==> src/rtl/bnn_req_arbiter.sv <==
// Round-robin front end that shares one binarized-NN classifier core between
// NUM_REQ AXI-Stream image sources. Exactly one image is in flight at a time;
// the grant index travels on the core TID and the class result is returned to
// the granted requester only. Per-requester completion counters and a sticky
// TID-mismatch flag are kept for debug.
module bnn_req_arbiter #(
  parameter int DATA_WIDTH = 64,
  parameter int TID_WIDTH  = 4,
  parameter int NUM_REQ    = 4,
  parameter int CNT_WIDTH  = 16
) (
  input  logic                            clk,
  input  logic                            rst,
  input  logic [NUM_REQ*DATA_WIDTH-1:0]   req_tdata,
  input  logic [NUM_REQ-1:0]              req_tvalid,
  output logic [NUM_REQ-1:0]              req_tready,
  output logic [7:0]                      res_tdata,
  output logic [NUM_REQ-1:0]              res_tvalid,
  input  logic [NUM_REQ-1:0]              res_tready,
  output logic [DATA_WIDTH-1:0]           accel_s_tdata,
  output logic                            accel_s_tvalid,
  input  logic                            accel_s_tready,
  output logic [TID_WIDTH-1:0]            accel_s_tid,
  input  logic [7:0]                      accel_m_tdata,
  input  logic                            accel_m_tvalid,
  output logic                            accel_m_tready,
  input  logic [TID_WIDTH-1:0]            accel_m_tid,
  output logic [NUM_REQ*CNT_WIDTH-1:0]    done_count,
  output logic                            busy,
  output logic                            err_tid
);

  localparam int          GW = (NUM_REQ > 1) ? $clog2(NUM_REQ) : 1;
  localparam int unsigned NR = NUM_REQ;

  typedef enum logic [1:0] {
    ST_IDLE  = 2'd0,
    ST_ISSUE = 2'd1,
    ST_WAIT  = 2'd2
  } state_t;

  state_t               state, state_nxt;
  logic [GW-1:0]        grant, grant_nxt;
  logic [GW-1:0]        last_grant;
  logic [GW-1:0]        pick;
  logic                 res_done;
  logic [CNT_WIDTH-1:0] cnt [NUM_REQ];

  // Round-robin pick: first valid requester after last_grant, wrapping.
  always_comb begin
    int unsigned idx;
    logic        found;
    pick  = grant;
    found = 1'b0;
    idx   = 0;
    for (int unsigned i = 1; i <= NR; i++) begin
      idx = (32'(last_grant) + i) % NR;
      if (!found && req_tvalid[idx[GW-1:0]]) begin
        found = 1'b1;
        pick  = idx[GW-1:0];
      end
    end
  end

  // Sequencer next-state and handshake routing for the granted requester.
  always_comb begin
    state_nxt      = state;
    grant_nxt      = grant;
    req_tready     = '0;
    res_tvalid     = '0;
    accel_s_tvalid = 1'b0;
    accel_m_tready = 1'b0;
    res_done       = 1'b0;
    accel_s_tdata  = req_tdata[grant*DATA_WIDTH +: DATA_WIDTH];
    accel_s_tid    = TID_WIDTH'(grant);
    case (state)
      ST_IDLE: begin
        if (|req_tvalid) begin
          grant_nxt = pick;
          state_nxt = ST_ISSUE;
        end
      end
      ST_ISSUE: begin
        accel_s_tvalid    = req_tvalid[grant];
        req_tready[grant] = accel_s_tready;
        if (req_tvalid[grant] && accel_s_tready) begin
          state_nxt = ST_WAIT;
        end
      end
      ST_WAIT: begin
        res_tvalid[grant] = accel_m_tvalid;
        accel_m_tready    = res_tready[grant];
        if (accel_m_tvalid && res_tready[grant]) begin
          res_done  = 1'b1;
          state_nxt = ST_IDLE;
        end
      end
      default: state_nxt = ST_IDLE;
    endcase
  end

  assign res_tdata = accel_m_tdata;
  assign busy      = (state != ST_IDLE);

  // State, grant bookkeeping and sticky TID check.
  always_ff @(posedge clk or posedge rst) begin
    if (rst) begin
      state      <= ST_IDLE;
      grant      <= '0;
      last_grant <= GW'(NUM_REQ - 1);
      err_tid    <= 1'b0;
    end else begin
      state <= state_nxt;
      grant <= grant_nxt;
      if (res_done) begin
        last_grant <= grant;
        if (accel_m_tid != TID_WIDTH'(grant)) begin
          err_tid <= 1'b1;
        end
      end
    end
  end

  // Per-requester completion counters, wrapping naturally.
  always_ff @(posedge clk or posedge rst) begin
    if (rst) begin
      for (int unsigned i = 0; i < NR; i++) begin
        cnt[i] <= '0;
      end
    end else if (res_done) begin
      cnt[grant] <= cnt[grant] + CNT_WIDTH'(1);
    end
  end

  // Flatten the counter array onto the output bus.
  always_comb begin
    done_count = '0;
    for (int unsigned i = 0; i < NR; i++) begin
      done_count[i*CNT_WIDTH +: CNT_WIDTH] = cnt[i];
    end
  end

endmodule
==> config.mk <==
export PLATFORM = sky130hd
export DESIGN_NAME = bnn_req_arbiter
export DESIGN_NICKNAME = d
export VERILOG_FILES = /design/src/rtl/bnn_req_arbiter.sv
export SDC_FILE = /design/constraint.sdc
export NUM_CORES = 1
export LEC_CHECK = 0
export ABC_AREA = 1
export BUFFER_PORTS_ARGS = -buffer_cell sky130_fd_sc_hd__buf_2
export CAP_MARGIN = 20
export CELL_PAD_IN_SITES_DETAIL_PLACEMENT = 2
export CELL_PAD_IN_SITES_GLOBAL_PLACEMENT = 2
export CORE_MARGIN = 2
export CORE_UTILIZATION = 20
export DETAILED_ROUTE_END_ITERATION = 10
export GPL_ROUTABILITY_DRIVEN = 0
export GPL_TIMING_DRIVEN = 0
export PLACE_DENSITY_LB_ADDON = 0.25
export REMOVE_ABC_BUFFERS = 1
export SYNTH_ARGS = -nofsm -noshare
export SYNTH_HDL_FRONTEND = slang
export SYNTH_SLANG_ARGS = --single-unit
==> constraint.sdc <==
create_clock -name clk -period 5.68 [get_ports clk]
set_input_delay 0.284 -clock clk [delete_from_list [all_inputs] [get_ports clk]]
set_output_delay 0.284 -clock clk [all_outputs]
set_load 0.02 [all_outputs]
# Yosys cells after proc, flatten, opt, wreduce, memory -nomap -nowiden

Cells that the tools add are included.
Widths: inputs -> output; s select.

$add $sub $neg: 5
Multiply operators: 0
Divide/modulo/power cells: 0
Order comparisons: 8
Equality and inequality tests: 6
Shifts and indexed selects: 1
Mux-type cells: 37
Bitwise operators: 3
Reduce and logical (&&, ||, !) cells: 17

Operators with widths:

| kind                  | number |
|---|---|
| $shiftx 256x9->64     | 1 |
| $bwmux 64             | 1 |
| $mux 16               | 3 |
| $bmux 16 s2           | 1 |
| $demux 16 s2          | 1 |
| $add 16x1->16 const B | 1 |
| $lt 2x3->1 const B    | 5 |
| $mux 1                | 14 |
| $mux 2                | 7 |
| $bmux 1 s2            | 6 |
| $and 4x4->4           | 2 |
| $mux 4                | 2 |
| $logic_and 1x1->1     | 7 |
| $ne 2x2->1 const B    | 3 |
| $pmux 2 s3            | 1 |
| $reduce_and 3->1      | 2 |
| $add 2x1->2 const B   | 2 |
| $add 2x2->2 const B   | 2 |
| $ne 4x2->1            | 1 |
| $reduce_bool 4->1     | 1 |
| $reduce_or 4->1       | 1 |
| $ge 3x3->1 const B    | 1 |
| $logic_not 1->1       | 3 |
| $lt 3x1->1 const B    | 1 |
| 8 further kinds       | 8 |

Flip-flop bits (word level): 71
Latch bits: 0
Memory bits (writable): 0
Bits in read-only memories: 0
Bits of input ports: 280
Memories: 0

# Depth between registers and ports, before layout

Gate-level depths: netlist (run 1).

Word-level depth: 14
Depth in mapped cells: 13

# Worst setup path after synthesis (run 1)

No wires, ideal clock.

Path type: reg2out
From: register grant[0]
To: output port accel_s_tdata[21]
Arrival: 1.695 ns
Data required time: 5.396 ns
Setup slack: 3.701 ns
Cell stages (with the launch flop): 7
Path through: dfrtp_1 -> buf_6 -> nor2_1 -> clkbuf_1 -> buf_1 -> nand2_1 -> nand3_1

Word-level cells in the longest chain between the ends: 1

Ends and longest elaborated chain:

| item                   | line | RTL |
|---|---|---|
| start, declared        | 43   | `logic [GW-1:0] grant, grant_nxt;` |
| start signal, assigned | 114  | `grant <= grant_nxt;` |
| $shiftx 256x9->64      | 74   | `accel_s_tdata = req_tdata[grant*DATA_WIDTH +: DATA_WIDTH];` |
| end, declared          | 20   | `output logic [DATA_WIDTH-1:0] accel_s_tdata,` |

Every way passes these cells.

# Worst setup path in the final report (run 1)

From: register grant[1]
To: register cnt, in the netlist done_count[11]

Word-level cells in the longest chain between the ends: 6
Elaborated cells on any way between the ends: 16

Ends and longest elaborated chain:

| item                                                               | line | RTL |
|---|---|---|
| $not 2->3 (not written as such)                                    | 131  | `cnt[grant] <= cnt[grant] + CNT_WIDTH'(1);` |
| $bmux 16 s2, or another cell as far along                          | 131  |  |
| $mux 16 (not written as such) or $logic_and 1x1->1 (tied branches) | 131  |  |
| $mux 16 (not written as such)                                      | 131  |  |
| $add 16x1->16 or $demux 16 s2 (tied branches)                      | 131  |  |
| $bwmux 64                                                          | 131  |  |
| end signal, assigned by index                                      | 131  |  |
| end, declared                                                      | 47   | `logic [CNT_WIDTH-1:0] cnt [NUM_REQ];` |

Several ways; a longest one is shown, not always the timed one. The select of a mux whose other input is x is not followed.
A chain may end at the register's enable or synchronous reset.

==> run_results.csv, run 1 <==
group,metric,value,unit
sta,min_period,4250,ps
critical_path,path_delay_family,"simple AND/OR/NAND/NOR gates",
layout,syn2layout_area_growth,46.7,%
die,core_area,0.0279,mm^2
clock_tree,clock_path_buffers,2,
sta,fin_crit_sh,0.748,
global_route,grt.overflow.total,0,
critical_path,cpMaxStageDelayCell,"nor2_4",
critical_path,critical_path.max_fanout,60,
global_route,gr-usage-all-layers,0.238,
clock_tree,cts_max_level,3,
clock_tree,cts_root_buf,"clkbuf_16",
critical_path,end_kind,"flop",
routing,wl_per_cell,22.1,um
status,status,"finished, final reports clean",
power,power.leakage,0.00479,uW
layout,finalNetCount,1549,
routing,via_count,7998,
die,num_rows,61,
layout,layout_commonest_cell,"buf_2",
placed_design,numPortBuffers,413,
routing,drc,0,
sta,finalHoldViolCount,0,
routing,drt_pass1_iterations,4,
logic_synthesis,syn_area,0.00571,mm^2
die,die_h,173,um
logic_synthesis,ys_warn_count,0,
run,maxCapViolations,0,
global_route,grt_max_degree,61,
layout,fin_util,0.300,
sta,rsz0062_at_grt,"no",
routing,viasPerCell,4.82,
global_route,antenna_found_initial,9,
logic_synthesis,syn_inst,907,
sta,setup_slack,1430,ps
min_path,worstHoldPathType,"in2reg",
layout,drive_gt1_frac,0.364,
logic_synthesis,avgSynthCellArea,6.29,um^2
sta,drv_slew,0,
critical_path,crit_path_max_incr_delay,760,ps
global_route,grt_pass1_wl,54.1,mm
power,irDropWorstVdd,0.176,mV
clock_tree,clk_pin_slew,60,ps
critical_path,crit_path_start_kind,"flop",
clock_tree,clkLatencyLatePin,340,ps
sta,worst_clock_skew,6.06,ps
routing,drt_wl_total,36.7,mm
critical_path,worstPathCellList,"buf_16, inv_2, nor2_4, inv_2, nor2_1, nor3_2, inv_2, nand2_1, inv_1, nand3_1, nand2_1",
layout,mostFrequentLayoutCells,"buf_2, nand2_1, nand3_1",
die,die_w,173,um
sta,fmax,235,MHz
routing,ant_nets,0,
critical_path,path_common_cell,"inv_2",
clock_tree,cts_tree,"built",
placed_design,dpl.hpwl,28.8,mm
clock_tree,numClockSinks,71,
power,power.density,451,mW/mm^2
sta,slew_headroom,0.295,
critical_path,crit_arrival,4520,ps
die,ioPinCount,432,
placed_design,post-place-ws,1280,ps
die,dieArea,0.0299,mm^2
sta,worst_pin_slew,1060,ps
clock_tree,cts_inserted_buffers,9,
logic_synthesis,ys_types,36,
critical_path,required,5960,ps
global_route,grt_pass1_vias,8464,
logic_synthesis,ys_ff_latch,71,
routing,drtIter0Drc,434,
sta,finalSetupViolCount,0,
critical_path,crit_type,"reg2reg",
critical_path,cp_num_buf_inv,5,
logic_synthesis,ys_seq_area_frac,0.312,
layout,num-fill-cells,3518,
die,initial_core_util,0.204,
-- metrics by stage --
step                      std cells  setup TNS (ps)  power, uW  hold WS [ps]  cell area (um^2)
after floorplan                 836               0       2130           394              5340
after global placement         1627         -605510       3200           454              7880
after detailed placement       1634               0       3260           344              8060
after CTS                      1651               0       3820           198              8350
after global routing           1659               0       4040           225              8370
final                          1659               0       3770           202              8370
-- worst reg2reg max path: stages (launching register included) --
cell and delay [ps]:
dfrtp_4 740, buf_16 330, inv_2 330, nor2_4 770, inv_2 180, nor2_1 170
nor3_2 80, inv_2 90, nand2_1 530, inv_1 720, nand3_1 170, nand2_1 80
-- routing by layer --
metal  GRT usage  share of wire  vias up  wire length [um]
met4      0.0604          0.013        2               482
met5           0        0.00025        -                 9
met3      0.0460          0.055       25              2020
met1       0.292           0.42     3963             15500
li1            -              -     3758                 -
met2       0.425           0.51      250             18600
-- cells by family after synthesis --
logic type / share of synthesized area
DFF: 0.312
and+or+nand+nor: 0.463
AOI/OAI and AO/OA: 0.116
buffers and inverters: 0.0914
xor gates and xnor gates: 0.0151
adders and majority gates: 0.00219
other: 0.000657
-- synth_stat cells --
master	count	area [um^2]
nand2_1	345	1290
xnor2_1	2	17.5
o21ai_1	2	10.0
nand4_1	5	31.3
nor3_1	1	5.00
dfrtp_1	69	1730
buf_2	21	105
nor2_2	4	25.0
nor2_4	1	11.3
conb_1	1	3.75
xor2_2	1	16.3
or2_2	3	18.8
inv_2	7	26.3
inv_1	33	124
xor2_1	6	52.6
nand2_2	3	18.8
buf_4	16	120
dfstp_2	2	52.6
nand3_1	207	1040
nand3_2	1	10.0
a22o_1	1	8.76
buf_1	5	18.8
buf_6	2	22.5
o21ai_0	25	125
a221oi_1	1	8.76
a22oi_1	64	480
ha_1	1	12.5
o22ai_1	1	6.26
nor3_2	2	20.0
and2_1	1	6.26
nand3b_1	1	7.51
a31o_2	1	8.76
nor2_1	40	150
a21oi_1	3	15.0
nor4_1	1	6.26
clkbuf_1	28	105
-- path summary, 6_finish.rpt --
kind / start / end / slack [ps] / depth (start not counted)
worst max register to register: grant[1] / done_count[11] / 1430 / 11
worst min register to register: err_tid / err_tid / 490 / 1
min in group asynchronous: rst / done_count[32] / 510 / 3
max in group asynchronous: rst / done_count[42] / 4590 / 4
worst min-delay path: accel_s_tready / state[1] / 200 / 3
worst max-delay path: grant[1] / done_count[11] / 1430 / 11
-- state kept, by name, indices dropped and copies added, names as in the netlist --
| name | cells |
|---|---|
| state | 2 |
| done_count | 64 |
| err_tid | 1 |
| grant | 2 |
| last_grant | 2 |
-- report_power, final --
group / switching, uW / internal (uW)
sequential: 168 / 565
clock: 213 / 331
combinational: 1730 / 768
-- area by class of cell --
class,instances,area [um^2],area share
clock inverter,1,5.00,0.000598
tap,378,473,0.0565
timing repair buffer,421,2230,0.267
antenna,8,20.0,0.00239
multi-input combinational,725,3430,0.409
clock buffer,15,278,0.0332
inverter,40,153,0.0182
sequential,71,1790,0.213
-- repair_timing --
action,CTS,global route
hold buffers,1,0
buffers inserted,0,0
resized for setup,0,0
hold endpoints to repair,32,0
setup endpoints to repair,0,0
(Power assumes the default switching activity.)
==> run 2, diff against run 1 <==
Settings changed: CORE_UTILIZATION 20 to 17.
Clock period 5.68 ns to 3.9 ns, I/O delays scaled along.
==> run_results.csv, run 2 (synthesis results as in run 1) <==
group,metric,value,unit
status,status,"finished, final reports clean",
layout,fin_util,0.258,
global_route,antenna_found_initial,9,
critical_path,worstPathCellList,"buf_16, nor2_4, buf_12, nand2_1, nand2_1, nor3_2, inv_2, nand2_2, clkinvlp_4, nand3_1, nand2_1",
critical_path,r2r_cells,11,
clock_tree,cts_max_level,3,
clock_tree,numClockSinks,71,
critical_path,r2r_start,"grant[0]",
sta,min_period,3510,ps
die,initial_core_util,0.172,
critical_path,path_common_cell,"nand2_1",
placed_design,numPortBuffers,413,
sta,worst_pin_slew,820,ps
sta,slew_headroom,0.453,
power,fin_total_pwr,5680,uW
critical_path,critical_path.max_fanout,60,
global_route,grt_max_degree,68,
routing,viasPerCell,4.65,
sta,fin_setup_tns,0,ps
critical_path,crit_path_end,"done_count[11]",
critical_path,crit_arrival,3740,ps
sta,rsz0062_at_grt,"no",
power,irDropWorstVdd,0.191,mV
clock_tree,clock_path_buffers,2,
sta,worst_clock_skew,8.85,ps
critical_path,crit_path_start_kind,"flop",
placed_design,dpl.hpwl,29.7,mm
critical_path,cpMaxStageDelayCell,"dfrtp_4",
power,power.density,662,mW/mm^2
sta,fin_crit_sh,0.901,
die,die_h,187,um
clock_tree,post_cts_buffers,0,
critical_path,required,4130,ps
global_route,gr-usage-all-layers,0.215,
global_route,grt_pass1_wl,57.3,mm
critical_path,path_depth,11,
clock_tree,clk_pin_slew,60,ps
layout,largest_reg_flops,64,
layout,layout_commonest_cell,"buf_2",
routing,ant_nets,0,
critical_path,end_kind,"flop",
critical_path,reg2reg_to,"done_count[11]",
layout,syn2layout_area_growth,50.2,%
sta,fmax,285,MHz
routing,drt_wl_total,38.3,mm
power,power.leakage,0.00483,uW
die,dieArea,0.0351,mm^2
die,num_rows,67,
min_path,min-delay-start,"accel_s_tready",
critical_path,path_delay_family,"simple AND/OR/NAND/NOR gates",
sta,drv_slew,0,
layout,fin_area,0.00858,mm^2
routing,via_count,8060,
die,core_area,0.0333,mm^2
clock_tree,cts_inserted_buffers,9,
clock_tree,cts_root_buf,"clkbuf_16",
layout,drive_gt1_frac,0.370,
clock_tree,clkLatencyLatePin,340,ps
global_route,grt.overflow.total,0,
die,ioPinCount,432,
critical_path,regToRegSetupSlack,390,ps
layout,finalNetCount,1552,
sta,timing.hold.ws,105,ps
critical_path,cp_num_buf_inv,4,
layout,mostFrequentLayoutCells,"buf_2, nand2_1, nand3_1",
placed_design,placed_cell_area,0.00820,mm^2
sta,finalSetupViolCount,0,
critical_path,crit_path_max_incr_delay,840,ps
routing,drt_pass1_iterations,4,
clock_tree,cts_tree,"built",
routing,drtIter0Drc,245,
min_path,worstHoldPathType,"in2reg",
die,die_w,187,um
critical_path,crit_type,"reg2reg",
global_route,grt_pass1_vias,8728,
routing,drc,0,
routing,wl_per_cell,22.1,um
critical_path,critPathLaunch,"grant[0]",
sta,finalHoldViolCount,0,
run,maxCapViolations,0,
[run 2: cell types whose count changed in the layout (fill, tap and decap cells not counted), moves of 2 or more]
cell and change:
nand2_2 +2, nand2_1 -2, bufinv_16 +2, clkinvlp_4 +2, buf_16 +2, clkbuf_1 -2
[run 2: worst min-delay path by stage]
stage                     depth (start not counted)  slack, ps        endpoint
after floorplan                                   2        300        state[1]
after global placement                            0        390    res_tdata[0]
after detailed placement                          2        250  done_count[16]
after CTS                                         3         90        state[1]
after global routing                              3        120        state[1]
final                                             3        110        state[1]
[run 2: timing repair]
action                                 in CTS  in global routing
resized for setup                           3                  0
setup endpoints to repair                  24                  0
hold buffers                                1                  0
endpoints found under the hold margin      30                  0
[run 2: per-layer routing]
metal,global-route usage,up-vias,share of wire
li1,-,3754,-
met1,0.256,4035,0.41
met2,0.394,241,0.52
met3,0.0467,28,0.059
met4,0.0427,2,0.013
met5,0,-,0.00047
[run 2: worst min-delay path: stages]
cell and delay, ps:
buf_2 100, nand2_1 50, nand2_1 60
[run 2: cell type report]
cell class                      instances  area (um^2)
Inverter                               40          156
Antenna cell                            8         20.0
Clock inverter                          4         76.3
Tap cell                              448          561
Timing Repair Buffer                  423         2280
Sequential cell                        71         1790
Fill cell                            4176        24700
Clock buffer                           12          256
Multi-Input combinational cell        726         3440
[run 2: through the flow]
| stage | cells | worst slack [ps] |
|---|---|---|
| after floorplan | 836 | -1780 |
| after global placement | 1697 | -7440 |
| after detailed placement | 1706 | -351 |
| after CTS | 1724 | 244 |
| after global routing | 1732 | 43.8 |
| final | 1732 | 387 |
[run 2: where the power goes]
| group | internal, uW | switching [uW] | total [uW] |
|---|---|---|---|
| clock | 598 | 340 | 938 |
| combinational | 1120 | 2560 | 3680 |
| sequential | 822 | 238 | 1060 |
==> run 3, diff against run 2 <==
Settings changed: ABC_AREA 1 to unset, CORE_UTILIZATION 17 to 19.
==> run_results.csv, run 3 <==
group,metric,value,unit
clock_tree,numClockSinks,71,
placed_design,post-place-ws,693,ps
clock_tree,clk_pin_slew,60,ps
logic_synthesis,avgSynthCellArea,12.0,um^2
layout,layout_commonest_cell,"buf_2",
routing,drc,0,
critical_path,reg2reg_to,"done_count[12]",
global_route,grt_pass1_wl,43.0,mm
critical_path,required,4080,ps
placed_design,placed_cells,1136,
logic_synthesis,synth.most_common_cell,"mux4_2",
global_route,use_met2,0.351,
sta,finalHoldViolCount,0,
die,dieArea,0.0281,mm^2
sta,fin_crit_sh,0.813,
critical_path,crit_path_start_kind,"flop",
sta,fmax,316,MHz
sta,timing.hold.ws,161,ps
global_route,grt_max_degree,61,
logic_synthesis,synth_edf_count,0,
critical_path,worstPathCellList,"buf_12, mux4_2, ha_1, inv_1, nor4_1, xnor2_1, o21ai_0",
die,core_area,0.0262,mm^2
power,power.density,555,mW/mm^2
global_route,grt-busiest-layer,"met2",
critical_path,crit_type,"reg2reg",
min_path,min-delay-start,"accel_s_tready",
global_route,antenna_found_initial,7,
layout,num-fill-cells,2978,
critical_path,critical_path.max_fanout,57,
logic_synthesis,syn_inst,423,
clock_tree,post_cts_buffers,0,
sta,slew_headroom,0.294,
clock_tree,clkLatencyLatePin,340,ps
power,fin_total_pwr,4350,uW
layout,seqCellArea,0.00179,mm^2
logic_synthesis,ys_types,42,
power,power.leakage,0.00383,uW
critical_path,crit_path_max_incr_delay,970,ps
routing,via_count,5523,
layout,stdcell_count,1154,
clock_tree,cts_tree,"built",
routing,wl_per_cell,26.4,um
clock_tree,clock_path_buffers,2,
critical_path,r2r_cells,7,
routing,drt_pass1_iterations,6,
logic_synthesis,synth_top_area_share,0.358,
logic_synthesis,synth.area.top_cells,"mux4_2, dfrtp_1, nand2_1",
sta,worst_clock_skew,7.18,ps
logic_synthesis,ys_warn_count,0,
critical_path,regToRegSetupSlack,730,ps
die,num_rows,59,
global_route,grt.overflow.total,0,
critical_path,r2r_start,"grant[1]",
critical_path,cp_num_buf_inv,2,
critical_path,crit_arrival,3350,ps
logic_synthesis,ys_seq_area_frac,0.349,
logic_synthesis,synthArstFlopShare,1.00,
sta,min_period,3170,ps
layout,finalNetCount,1094,
global_route,gr-usage-all-layers,0.214,
layout,multi_input_area,0.00306,mm^2
run,maxCapViolations,0,
critical_path,cpMaxStageDelayCell,"dfrtp_4",
layout,largest_reg_flops,64,
layout,mostFrequentLayoutCells,"buf_2, mux4_2, nand2_1",
global_route,grt_pass1_vias,5835,
placed_design,numPortBuffers,413,
logic_synthesis,synth_top_cell_by_area,"mux4_2",
sta,finalSetupViolCount,0,
die,ioPinCount,432,
placed_design,dpl.hpwl,25.6,mm
sta,fin_setup_tns,0,ps
routing,drt_wl_total,30.5,mm
logic_synthesis,synthFlopType,"dfrtp_1",
logic_synthesis,ys_ff_latch,71,
global_route,grt_util_met1,0.274,
min_path,min_delay_path_depth,3,
routing,ant_nets,0,
critical_path,end_kind,"flop",
routing,drtIter0Drc,269,
sta,worst_pin_slew,1060,ps
layout,syn2layout_area_growth,54.2,%
sta,setup_slack,731,ps
logic_synthesis,synth_common_cells,"mux4_2, nand2_1, dfrtp_1",
die,die_w,168,um
sta,rsz0062_at_grt,"no",
min_path,hold_path_end,"state[1]",
clock_tree,cts_root_buf,"clkbuf_16",
min_path,worstHoldPathType,"in2reg",
routing,viasPerCell,4.79,
die,die_h,168,um
layout,drive_gt1_frac,0.651,
sta,drv_slew,0,
power,irDropWorstVdd,0.293,mV
status,status,"finished, final reports clean",
logic_synthesis,syn_area,0.00509,mm^2
global_route,grtUsageMet3,0.0714,
clock_tree,cts_max_level,3,
critical_path,path_delay_family,"flip-flops",
die,initial_core_util,0.194,
clock_tree,cts_inserted_buffers,9,
run 3: cell count changes after synthesis, moves of 27 or more:
cell / before / now
a22oi_1: 64 / 0
inv_1: 33 / 6
mux4_2: 0 / 81
nand2_1: 345 / 74
nand3_1: 207 / 9
nor2_1: 40 / 10
o21ai_0: 25 / 55
run 3: per-layer routing:
| layer | vias up | part of all wire |
|---|---|---|
| met2 | 236 | 0.49 |
| met1 | 2873 | 0.42 |
| met5 | - | 0.00075 |
| met4 | 4 | 0.011 |
| li1 | 2388 | - |
| met3 | 22 | 0.081 |
run 3: cell families (layout without fill, tap and decap cells):
kind of cell	Yosys count	count (layout)	synth area share
other	1	4	0.000737
xor gates and xnor gates	20	20	0.0344
muxes	86	86	0.369
AOI/OAI and AO/OA	70	70	0.0718
and+or+nand+nor	125	125	0.122
adders and majority gates	1	1	0.00246
DFF	71	71	0.349
buffers and inverters	49	442	0.0501
run 3: worst min-delay path, cell delays in order:
cell and delay [ps]:
buf_2 120, nand3_1 70, o21ai_0 70
run 3: power breakdown:
part / switching (uW) / internal, uW / leakage (uW) / total, uW
combinational: 1350 / 1080 / 0.00271 / 2440
sequential: 215 / 813 / 0.000970 / 1030
clock: 327 / 562 / 0.000154 / 889
run 3: repair_timing:
item                                   in CTS  in global routing
setup endpoints to repair                   0                  0
endpoints found under the hold margin      11                  0
hold buffers                                1                  0
resized for setup                           0                  0
run 3: worst max-delay path by stage:
stage | from | end | slack [ps] | depth (start not counted)
floorplan | grant[0] | done_count[63] | -1940 | 3
global placement | grant[0] | done_count[63] | -4610 | 3
detailed placement | grant[1] | done_count[12] | 690 | 7
CTS | grant[1] | done_count[12] | 620 | 7
global route | grant[1] | done_count[12] | 450 | 7
finish | grant[1] | done_count[12] | 730 | 7
run 3: area by class of cell:
cell class	count	area share
clock inverter	2	0.00478
tap	335	0.0534
timing repair buffer	421	0.285
multi-input combinational	304	0.390
antenna	2	0.000637
clock buffer	13	0.0357
sequential	71	0.228
inverter	6	0.00319
run 3: through the flow:
step / area [um^2] / util
2_1_floorplan: 4860 / -
3_3_place_gp: 7350 / 0.280
3_5_place_dp: 7520 / 0.287
4_1_cts: 7850 / 0.299
5_1_grt: 7850 / 0.300
6_report: 7850 / 0.300
